--- src/rtl/riscv_pkg.sv ---
// Shared fetch-side definitions: FSM encoding, redirect selects, instruction constants.
package riscv_pkg;

    localparam int ILEN   = 32;
    localparam int PC_INC = 4;

    typedef enum logic [2:0] {
        IDLE  = 3'd0,
        REQ   = 3'd1,
        WAIT  = 3'd2,
        OUT   = 3'd3,
        DRAIN = 3'd4,
        HALT  = 3'd5
    } fetch_state_t;

    localparam logic [1:0] SEL_BR   = 2'b01;
    localparam logic [1:0] SEL_JAL  = 2'b10;
    localparam logic [1:0] SEL_JALR = 2'b11;

endpackage

--- src/rtl/fetch_tgt_calc.sv ---
// Purpose: taken decode and redirect target (sext, jalr bit-0 clear, truncation); MISALIGN_TRAP_EN adds misalign flag.
// Latency: purely combinational, zero cycles.
// Backpressure: none; evaluated every cycle from execute-stage inputs.
module fetch_tgt_calc
    import riscv_pkg::*;
#(
    parameter int ADDR_W = 10,
    parameter int IMM_W  = 21
) (
    input  logic              redirect_valid,
    input  logic [1:0]        redirect_sel,
    input  logic              zero_flag,
    input  logic [ADDR_W-1:0] redirect_base,
    input  logic [IMM_W-1:0]  immediate,
    input  logic [ILEN-1:0]   reg_out1,
`ifdef MISALIGN_TRAP_EN
    output logic              misalign,
`endif
    output logic              taken,
    output logic [ADDR_W-1:0] target
);

    logic [ADDR_W-1:0] raw;
    logic [ADDR_W-1:0] imm_lo;

    // Only the low ADDR_W bits survive truncation, so the sum is done at that width.
    assign imm_lo = immediate[ADDR_W-1:0];

    always_comb begin
        taken = 1'b0;
        if (redirect_valid) begin
            case (redirect_sel)
                SEL_BR:   taken = zero_flag;
                SEL_JAL:  taken = 1'b1;
                SEL_JALR: taken = 1'b1;
                default:  taken = 1'b0;
            endcase
        end
    end

    always_comb begin
        raw = redirect_base + imm_lo;
        if (redirect_sel == SEL_JALR) begin
            raw    = reg_out1[ADDR_W-1:0] + imm_lo;
            raw[0] = 1'b0;
        end
    end

`ifdef MISALIGN_TRAP_EN
    assign target   = raw;
    assign misalign = |raw[1:0];
    logic unused_hi;
    assign unused_hi = ^{reg_out1[ILEN-1:ADDR_W], immediate[IMM_W-1:ADDR_W]};
`else
    assign target = {raw[ADDR_W-1:2], 2'b00};
    logic unused_hi;
    assign unused_hi = ^{reg_out1[ILEN-1:ADDR_W], immediate[IMM_W-1:ADDR_W], raw[1:0]};
`endif

endmodule

--- src/rtl/fetch_ctrl.sv ---
// Purpose: fetch sequencer owning pc_out, one outstanding imem request, redirect/squash; MISALIGN_TRAP_EN adds trap+HALT.
// Latency: rvalid to instr_valid 1 clk; taken redirect to imem_req at target 1 clk.
// Backpressure: imem_ready stalls REQ; dec_ready=0 holds instr in OUT with no new request.
module fetch_ctrl
    import riscv_pkg::*;
#(
    parameter int                ADDR_W   = 10,
    parameter int                IMM_W    = 21,
    parameter logic [ADDR_W-1:0] RESET_PC = '0
) (
    input  logic              clk,
    input  logic              reset,
    output logic              imem_req,
    output logic [ADDR_W-1:0] imem_addr,
    input  logic              imem_ready,
    input  logic              imem_rvalid,
    input  logic [ILEN-1:0]   imem_rdata,
    output logic              instr_valid,
    output logic [ILEN-1:0]   instr,
    output logic [ADDR_W-1:0] instr_pc,
    input  logic              dec_ready,
    input  logic              redirect_valid,
    input  logic [1:0]        redirect_sel,
    input  logic              zero_flag,
    input  logic [ADDR_W-1:0] redirect_base,
    input  logic [IMM_W-1:0]  immediate,
    input  logic [ILEN-1:0]   reg_out1,
`ifdef MISALIGN_TRAP_EN
    output logic              misalign_err,
`endif
    output logic [ADDR_W-1:0] pc_out
);

    fetch_state_t      state, state_nxt;
    logic [ADDR_W-1:0] pc_nxt;
    logic [ILEN-1:0]   instr_nxt;
    logic [ADDR_W-1:0] instr_pc_nxt;
    logic              taken;
    logic [ADDR_W-1:0] target;

`ifdef MISALIGN_TRAP_EN
    logic misalign;
    logic err_nxt;
`endif

    fetch_tgt_calc #(
        .ADDR_W (ADDR_W),
        .IMM_W  (IMM_W)
    ) u_tgt (
        .redirect_valid (redirect_valid),
        .redirect_sel   (redirect_sel),
        .zero_flag      (zero_flag),
        .redirect_base  (redirect_base),
        .immediate      (immediate),
        .reg_out1       (reg_out1),
`ifdef MISALIGN_TRAP_EN
        .misalign       (misalign),
`endif
        .taken          (taken),
        .target         (target)
    );

    always_ff @(posedge clk or negedge reset) begin
        if (!reset) begin
            state    <= IDLE;
            pc_out   <= RESET_PC;
            instr    <= '0;
            instr_pc <= '0;
`ifdef MISALIGN_TRAP_EN
            misalign_err <= 1'b0;
`endif
        end else begin
            state    <= state_nxt;
            pc_out   <= pc_nxt;
            instr    <= instr_nxt;
            instr_pc <= instr_pc_nxt;
`ifdef MISALIGN_TRAP_EN
            misalign_err <= err_nxt;
`endif
        end
    end

    always_comb begin
        state_nxt    = state;
        pc_nxt       = pc_out;
        instr_nxt    = instr;
        instr_pc_nxt = instr_pc;
        case (state)
            IDLE: begin
                state_nxt = REQ;
                if (taken) pc_nxt = target;
            end
            REQ: begin
                // An accepted request racing a redirect is wrong-path: drain its response.
                if (taken) begin
                    pc_nxt    = target;
                    state_nxt = imem_ready ? DRAIN : REQ;
                end else if (imem_ready) begin
                    state_nxt = WAIT;
                end
            end
            WAIT: begin
                if (imem_rvalid) begin
                    if (taken) begin
                        pc_nxt    = target;
                        state_nxt = REQ;
                    end else begin
                        instr_nxt    = imem_rdata;
                        instr_pc_nxt = pc_out;
                        state_nxt    = OUT;
                    end
                end else if (taken) begin
                    pc_nxt    = target;
                    state_nxt = DRAIN;
                end
            end
            OUT: begin
                if (taken) begin
                    pc_nxt    = target;
                    state_nxt = REQ;
                end else if (dec_ready) begin
                    pc_nxt    = pc_out + ADDR_W'(PC_INC);
                    state_nxt = REQ;
                end
            end
            DRAIN: begin
                if (taken) pc_nxt = target;
                if (imem_rvalid) state_nxt = REQ;
            end
            default: state_nxt = state;
        endcase
`ifdef MISALIGN_TRAP_EN
        err_nxt = 1'b0;
        if (taken && misalign && state != HALT) begin
            state_nxt = HALT;
            pc_nxt    = pc_out;
            err_nxt   = 1'b1;
        end
`endif
    end

    assign imem_req    = (state == REQ);
    assign imem_addr   = pc_out;
    assign instr_valid = (state == OUT);

endmodule

--- config.mk ---
export PLATFORM = sky130hd
export DESIGN_NAME = fetch_ctrl
export DESIGN_NICKNAME = d
export VERILOG_FILES = /design/src/rtl/riscv_pkg.sv /design/src/rtl/fetch_tgt_calc.sv /design/src/rtl/fetch_ctrl.sv
export SDC_FILE = /design/constraint.sdc
export NUM_CORES = 1
export LEC_CHECK = 0
export BUFFER_PORTS_ARGS = -buffer_cell sky130_fd_sc_hd__buf_2
export CELL_PAD_IN_SITES_DETAIL_PLACEMENT = 1
export CELL_PAD_IN_SITES_GLOBAL_PLACEMENT = 1
export CORE_MARGIN = 8
export CORE_UTILIZATION = 33
export CTS_CLUSTER_DIAMETER = 50
export DETAILED_ROUTE_END_ITERATION = 12
export HOLD_SLACK_MARGIN = 0.06
export PLACE_DENSITY = 0.79
export SETUP_SLACK_MARGIN = 0.15
export SKIP_LAST_GASP = 1
export SLEW_MARGIN = 25
export SYNTH_ARGS = -nofsm -noshare
export SYNTH_HDL_FRONTEND = slang
export SYNTH_SLANG_ARGS = --single-unit
export TNS_END_PERCENT = 5
--- constraint.sdc ---
create_clock -name clk -period 2.3 [get_ports clk]
set_clock_uncertainty 0.1 [all_clocks]
set_input_delay 0.115 -clock clk [delete_from_list [all_inputs] [get_ports clk]]
set_output_delay 0.115 -clock clk [all_outputs]
set_load 0.02 [all_outputs]
== Word-level counts from Yosys, hierarchy flattened ==
Index checks and enable logic that the tools add are counted.
W data, S select, Z words.

* Add/sub/neg operators: 3
* Equality and inequality tests: 12
* Muxes and demuxes: 17
* Bitwise operators: 1
* Reduce and logical (&&, ||, !) cells: 8

{| class="wikitable"
|+ Operator list
! operator !! number
|-
| $mux W10 || 4
|-
| $mux W3 || 8
|-
| $add A10 B10 Y10 || 2
|-
| $pmux W10 S2 || 1
|-
| $pmux W3 S5 || 1
|-
| $add A10 B3 Y10 const B || 1
|-
| $eq A3 B2 Y1 const B || 2
|-
| $ne A3 B1 Y1 const B || 2
|-
| $reduce_and A3 Y1 || 2
|-
| $reduce_and A5 Y1 || 1
|-
| $reduce_bool A5 Y1 || 1
|-
| $eq A2 B2 Y1 const B || 2
|-
| $reduce_or A4 Y1 || 1
|-
| $eq A3 B1 Y1 const B || 1
|-
| $eq A3 B3 Y1 const B || 1
|-
| $logic_not A3 Y1 || 1
|-
| $ne A3 B3 Y1 const B || 1
|-
| $eq A2 B1 Y1 const B || 1
|-
| $mux W2 || 1
|-
| $ne A2 B1 Y1 const B || 1
|-
| $ne A2 B2 Y1 const B || 1
|-
| $pmux W1 S2 || 1
|-
| $reduce_bool A2 Y1 || 1
|-
| $reduce_or A2 Y1 || 1
|-
| other kinds (2) || 2
|}

* Bits in registers: 55
* Logic and storage cells: 45

== Logic depth before layout (Yosys ltp) ==
* Word-level depth: 7
* Depth in mapped cells: 8
* Depth with buffers taken out: 7

== Cells and area by module ==
A second synthesis with hierarchy kept.

* Cell total of the unflattened synthesis: 298
* Area, all modules: 3,320.7 sq um

{| class="wikitable"
|+ Modules (own cells, without submodules)
! module !! instances !! cells an instance !! area an instance (sq um) !! seq. area each (sq um)
|-
| fetch_ctrl || 1 || 192 || 2,517.4 || 1,376.3
|-
| fetch_tgt_calc || 1 || 106 || 803.3 || 0.0
|}

== Worst setup path after synthesis ==
OpenSTA, ideal clock, no wires.

* Path type: reg-to-reg
* From: register state[1]
* To: register state[1]
* Library setup time: 0.122 ns
* Arrival: 1.598 ns
* Required time: 2.078 ns
* Path slack: 0.480 ns
* Cell stages (with the launch flop): 8
* Period minus slack after synthesis: 1.820 ns
* Path through: dfrtp_1 > buf_2 > nand2b_1 > nor2_1 > a21oi_1 > o311ai_0 > o21ai_0 > a32o_1

* Longest elaborated chain between the ends: 3
* Elaborated cells between the ends (all ways): 12
* Classes of those cells: eq/ne (8); mux (1); reduce/logical (3)

{| class="wikitable"
|+ Ends and longest elaborated chain
! element !! line !! RTL
|-
| start, declared || fetch_ctrl.sv:34 || <nowiki>fetch_state_t state, state_nxt;</nowiki>
|-
| start signal, assigned || fetch_ctrl.sv:73 || <nowiki>state <= state_nxt;</nowiki>
|-
| $eq A3 B2 Y1 (tied with other cells) || fetch_ctrl.sv:88 || <nowiki>case (state)</nowiki>
|-
| $ne A3 B1 Y1 (no source line) (tied with other cells) || -- ||
|-
| $reduce_and A5 Y1 (no source line) || -- ||
|}

Parallel ways exist; a longest one is shown, timed or not.
A chain may end at the register's enable or synchronous reset.

== Worst setup path in the final report ==
* From: register state[2]
* To: register pc_out[9] (netlist: imem_addr[9])

* Longest elaborated chain between the ends: 4
* Elaborated cells between the ends (all ways): 11
* Classes of those cells: eq/ne (6); mux (1); reduce/logical (4)

{| class="wikitable"
|+ Ends and longest elaborated chain
! element !! line !! RTL
|-
| $eq A3 B1 Y1 (tied with other cells) || fetch_ctrl.sv:88 ||
|-
| $reduce_or A4 Y1 (no source line) || -- ||
|-
| $ne A2 B1 Y1 (no source line) / $reduce_bool A2 Y1 (equally long branches) || -- ||
|-
| $reduce_and A3 Y1 (no source line) || -- ||
|-
| end signal, assigned || fetch_ctrl.sv:74 || <nowiki>pc_out <= pc_nxt;</nowiki>
|-
| end, declared || fetch_ctrl.sv:31 || <nowiki>output logic [ADDR_W-1:0] pc_out</nowiki>
|}

Parallel ways exist; a longest one is shown, timed or not.

==> impl_metrics.prom <==
# TYPE chip_impl_metric gauge
chip_impl_info{name="status",value="finished, final reports clean"} 1
chip_impl_metric{name="compound_gate_portion_of_the_synthesized_area",unit=""} 0.155
chip_impl_metric{name="total_power_divided_by_cell_area",unit="mW/mm^2"} 1140
chip_impl_metric{name="mappedNetlistArea",unit="mm^2"} 0.00306
chip_impl_metric{name="grt_max_degree",unit=""} 41
chip_impl_metric{name="max_cap_violations",unit=""} 0
chip_impl_metric{name="design.portCount",unit=""} 168
chip_impl_metric{name="antenna_cells",unit=""} 0
chip_impl_metric{name="number_of_nets_in_the_layout",unit=""} 561
chip_impl_metric{name="dp.cells",unit=""} 510
chip_impl_info{name="synth_area_leaders",value="sky130_fd_sc_hd__dfrtp_1 42%, sky130_fd_sc_hd__mux2_2 14%, sky130_fd_sc_hd__ha_1 7.0%, sky130_fd_sc_hd__buf_4 3.7%, sky130_fd_sc_hd__a21oi_1 2.8%"} 1
chip_impl_metric{name="starting_density",unit=""} 0.336
chip_impl_metric{name="route.antenna.remaining_nets",unit=""} 0
chip_impl_metric{name="cts_num_sinks",unit=""} 51
chip_impl_metric{name="synth_fa_ha_area_frac",unit=""} 0.0696
chip_impl_metric{name="ys_seq_area_frac",unit=""} 0.417
chip_impl_metric{name="worstPathMaxFanout",unit=""} 16
chip_impl_info{name="worstPathCellList",value="nor2_1 > a211oi_1 > buf_4 > or4_1 > mux2i_1 > o31ai_2"} 1
chip_impl_metric{name="final.min_clock_period",unit="ns"} 2.04
chip_impl_metric{name="synth-edff-count",unit=""} 0
chip_impl_metric{name="finalMaxSlewViolations",unit=""} 0
chip_impl_metric{name="post_cts_setup_buffer_count",unit=""} 0
chip_impl_metric{name="firstDrtPassIters",unit=""} 4
chip_impl_metric{name="max_freq",unit="MHz"} 490
chip_impl_info{name="min_path_type",value="input pin to flip-flop"} 1
chip_impl_metric{name="fp.dieArea",unit="mm^2"} 0.0126
chip_impl_info{name="synth.largest_area_cell",value="sky130_fd_sc_hd__dfrtp_1"} 1
chip_impl_metric{name="cts_bufs_inserted",unit=""} 5
chip_impl_metric{name="core_region_area",unit="mm^2"} 0.00911
chip_impl_metric{name="antenna_violations_before_repair",unit=""} 0
chip_impl_metric{name="synth-simple-area-share",unit=""} 0.103
chip_impl_metric{name="finalCritPeriodShare",unit=""} 0.888
chip_impl_metric{name="report.final.setup_viol",unit=""} 0
chip_impl_metric{name="hold_vio_cnt_final",unit=""} 0
chip_impl_info{name="most-common-layout-cells",value="128 x sky130_fd_sc_hd__buf_2, 51 x sky130_fd_sc_hd__dfrtp_1, 38 x sky130_fd_sc_hd__mux2_2"} 1
chip_impl_metric{name="async_flop_share",unit=""} 1.00
chip_impl_info{name="cts_root_buf",value="sky130_fd_sc_hd__clkbuf_8"} 1
chip_impl_metric{name="grt-ovfl-total",unit=""} 0
chip_impl_metric{name="multi_input_comb_area",unit="mm^2"} 0.00162
chip_impl_metric{name="fp.dieW",unit="um"} 112
chip_impl_metric{name="grt_pass1_vias",unit=""} 3082
chip_impl_metric{name="dieHeight",unit="um"} 112
chip_impl_info{name="rsz0062_at_grt",value="true"} 1
chip_impl_metric{name="p_leak",unit="nW"} 2.02
chip_impl_metric{name="max-vdd-ir-drop",unit="mV"} 0.348
chip_impl_info{name="category_of_cells_accounting_for_the_largest_share_of_critical_path_delay",value="simple AND/OR/NAND/NOR gates"} 1
chip_impl_metric{name="synthXorXnorAreaFrac",unit=""} 0.0430
chip_impl_metric{name="placementRows",unit=""} 35
chip_impl_metric{name="crit_path_max_incr_delay",unit="ns"} 0.54
chip_impl_metric{name="n_fill_cell",unit=""} 1065
chip_impl_metric{name="reg_area",unit="mm^2"} 0.00128
chip_impl_metric{name="totalWireLength",unit="mm"} 9.50
chip_impl_info{name="cp-start-kind",value="flip-flop"} 1
chip_impl_metric{name="synth-warning-count",unit=""} 0
chip_impl_metric{name="routedWlPerCell",unit="um"} 17.2
chip_impl_metric{name="drt-initial-drc-count",unit=""} 102
chip_impl_metric{name="route.detailed.drc",unit=""} 0
chip_impl_metric{name="synth.avg_cell_area",unit="um^2"} 10.7
chip_impl_info{name="synth_flop_cell",value="sky130_fd_sc_hd__dfrtp_1"} 1
chip_impl_info{name="cts_tree",value="built"} 1
chip_impl_metric{name="gpl.final_weighted_congestion",unit=""} 0.739
chip_impl_metric{name="synth.lib_cells_used.distinct",unit=""} 53
chip_impl_metric{name="worst-path-buf-inv",unit=""} 1
chip_impl_info{name="mostFrequentLayoutCell",value="sky130_fd_sc_hd__buf_2"} 1
chip_impl_metric{name="gr-usage-all-layers",unit=""} 0.152
chip_impl_info{name="timing.critical_path.slowest_stage_cell",value="sky130_fd_sc_hd__dfrtp_1"} 1
chip_impl_metric{name="synth.top_cell.area_share",unit=""} 0.417
chip_impl_metric{name="crit_arrival",unit="ns"} 2.12
chip_impl_metric{name="synthCells",unit=""} 287
chip_impl_metric{name="dp.final_hpwl",unit="mm"} 6.94
chip_impl_metric{name="maximum_count_of_clock_buffers_along_a_single_path",unit=""} 2
chip_impl_metric{name="areaGrowthSynthToFinish",unit="%"} 36.9
chip_impl_metric{name="fraction_of_synthesized_area_in_multiplexers",unit=""} 0.151
chip_impl_metric{name="detailroute.via_count",unit=""} 2745
chip_impl_metric{name="numPortBuffers",unit=""} 128
chip_impl_metric{name="finalSetupTns",unit="ns"} 0
chip_impl_metric{name="drt-vias-per-instance",unit=""} 4.98
chip_impl_metric{name="global_route_wire_length_before_repair",unit="mm"} 15.9
chip_impl_metric{name="synth-seq-cells",unit=""} 51
chip_impl_info{name="timing.setup.critical_path_class",value="flip-flop to flip-flop"} 1
chip_impl_metric{name="clk-insertion-delay-late",unit="ns"} 0.30
chip_impl_metric{name="clk_transition_reported_paths",unit="ns"} 0.10
chip_impl_info{name="critPathCaptureType",value="flip-flop"} 1
chip_impl_info{name="synth_top_family_by_area",value="compound AO/OA/AOI/OAI gates"} 1
chip_impl_metric{name="crit_required",unit="ns"} 2.38
chip_impl_metric{name="instances_no_fill",unit=""} 551
chip_impl_metric{name="drive_above_1_share",unit=""} 0.411
chip_impl_metric{name="max_h_tree_level",unit=""} 2
==> cell type report <==
class | count | share of cell area
multi-input combinational | 212 | 0.388
tap | 111 | 0.0332
sequential | 51 | 0.305
timing repair buffer | 167 | 0.246
clock inverter | 2 | 0.00896
clock buffer | 5 | 0.0164
inverter | 3 | 0.00269
==> metrics by stage <==
stage          instance area (um^2)  utilization  setup slack, ns  power (mW)  hold slack [ns]
6_report                       4190        0.460            0.257        4.77            0.114
5_1_grt                        4190        0.460            0.119        5.11            0.126
4_1_cts                        4190        0.460            0.200        4.78           0.0979
3_5_place_dp                   3740        0.411            0.203        4.12          -0.0120
3_3_place_gp                   3740        0.411            0.271        4.01          -0.0275
2_1_floorplan                  3080            -            0.480        3.30           -0.281
==> metal layers <==
| metal | wire length [um] | global-route usage | vias to the layer above | part of all wire |
|---|---|---|---|---|
| met1 | 4120 | 0.179 | 1292 | 0.43 |
| met2 | 4680 | 0.269 | 98 | 0.49 |
| met4 | 131 | 0.0405 | 0 | 0.014 |
| met3 | 566 | 0.0354 | 11 | 0.060 |
| met5 | 0 | 0 | - | 0 |
| li1 | - | - | 1344 | - |
==> kinds of logic (layout without fill, tap and decap cells) <==
kind of cell / after synthesis / after routing
buffers and inverters: 29 / 177
and+or+nand+nor: 61 / 61
AOI/OAI and AO/OA: 72 / 72
adders and majority gates: 17 / 17
DFF: 51 / 51
xor gates and xnor gates: 15 / 15
other: 1 / 6
muxes: 41 / 41
==> registers in the layout, indices dropped and copies added (netlist names) <==
| register | cells |
|---|---|
| state | 3 |
| instr | 32 |
| imem_addr | 8 |
| instr_pc | 8 |
==> path summary, 6_finish.rpt <==
path	end	depth (start not counted)	from	slack, ns
min in group asynchronous	instr[30]$_DFFE_PN0N_	2	reset	0.19
setup reg to reg	imem_addr[9]$_DFFE_PN0P_	6	state[2]$_DFFE_PN0P_	0.26
max in group asynchronous	instr[23]$_DFFE_PN0N_	3	reset	1.13
hold reg to reg	instr_pc[7]$_DFFE_PN0N_	1	instr_pc[7]$_DFFE_PN0N_	0.39
setup / recovery	imem_addr[9]$_DFFE_PN0P_	6	state[2]$_DFFE_PN0P_	0.26
hold / removal	state[2]$_DFFE_PN0P_	3	imem_ready	0.11
==> worst register-to-register path: stages (launching register included) <==
cell                       delay [ns]
sky130_fd_sc_hd__dfrtp_1         0.54
sky130_fd_sc_hd__nor2_1          0.26
sky130_fd_sc_hd__a211oi_1        0.08
sky130_fd_sc_hd__buf_4           0.20
sky130_fd_sc_hd__or4_1           0.51
sky130_fd_sc_hd__mux2i_1         0.18
sky130_fd_sc_hd__o31ai_2         0.07
==> timing repair <==
item                                   4_1_cts  5_1_grt
endpoints found under the hold margin       51        0
setup endpoints to repair                    0        2
hold buffers                                34        0
resized for setup                            0        1
==> power by group <==
group          switching, mW  leakage [nW]  internal (mW)
clock network          0.285        0.0502          0.318
logic                   1.46          1.36          0.995
registers              0.377         0.614           1.33
==> synthesized netlist by cell type, types with 2 or more instances <==
cell and n:
sky130_fd_sc_hd__dfrtp_1 51, sky130_fd_sc_hd__mux2_2 38, sky130_fd_sc_hd__a21oi_1 17, sky130_fd_sc_hd__ha_1 17, sky130_fd_sc_hd__o21ai_0 17, sky130_fd_sc_hd__buf_4 15
sky130_fd_sc_hd__nand2_1 15, sky130_fd_sc_hd__nor2_1 12, sky130_fd_sc_hd__a31oi_1 8, sky130_fd_sc_hd__buf_2 8, sky130_fd_sc_hd__nand3_1 8, sky130_fd_sc_hd__xor2_1 8
sky130_fd_sc_hd__a21o_1 7, sky130_fd_sc_hd__xnor2_1 7, sky130_fd_sc_hd__and3_1 4, sky130_fd_sc_hd__nand4_1 4, sky130_fd_sc_hd__nor3_1 4, sky130_fd_sc_hd__and2_1 3
sky130_fd_sc_hd__inv_1 3, sky130_fd_sc_hd__nand2b_1 3, sky130_fd_sc_hd__a211oi_1 2, sky130_fd_sc_hd__clkbuf_1 2, sky130_fd_sc_hd__mux2_1 2, sky130_fd_sc_hd__o311a_1 2
sky130_fd_sc_hd__o311ai_0 2
(Power assumes the default switching activity.)
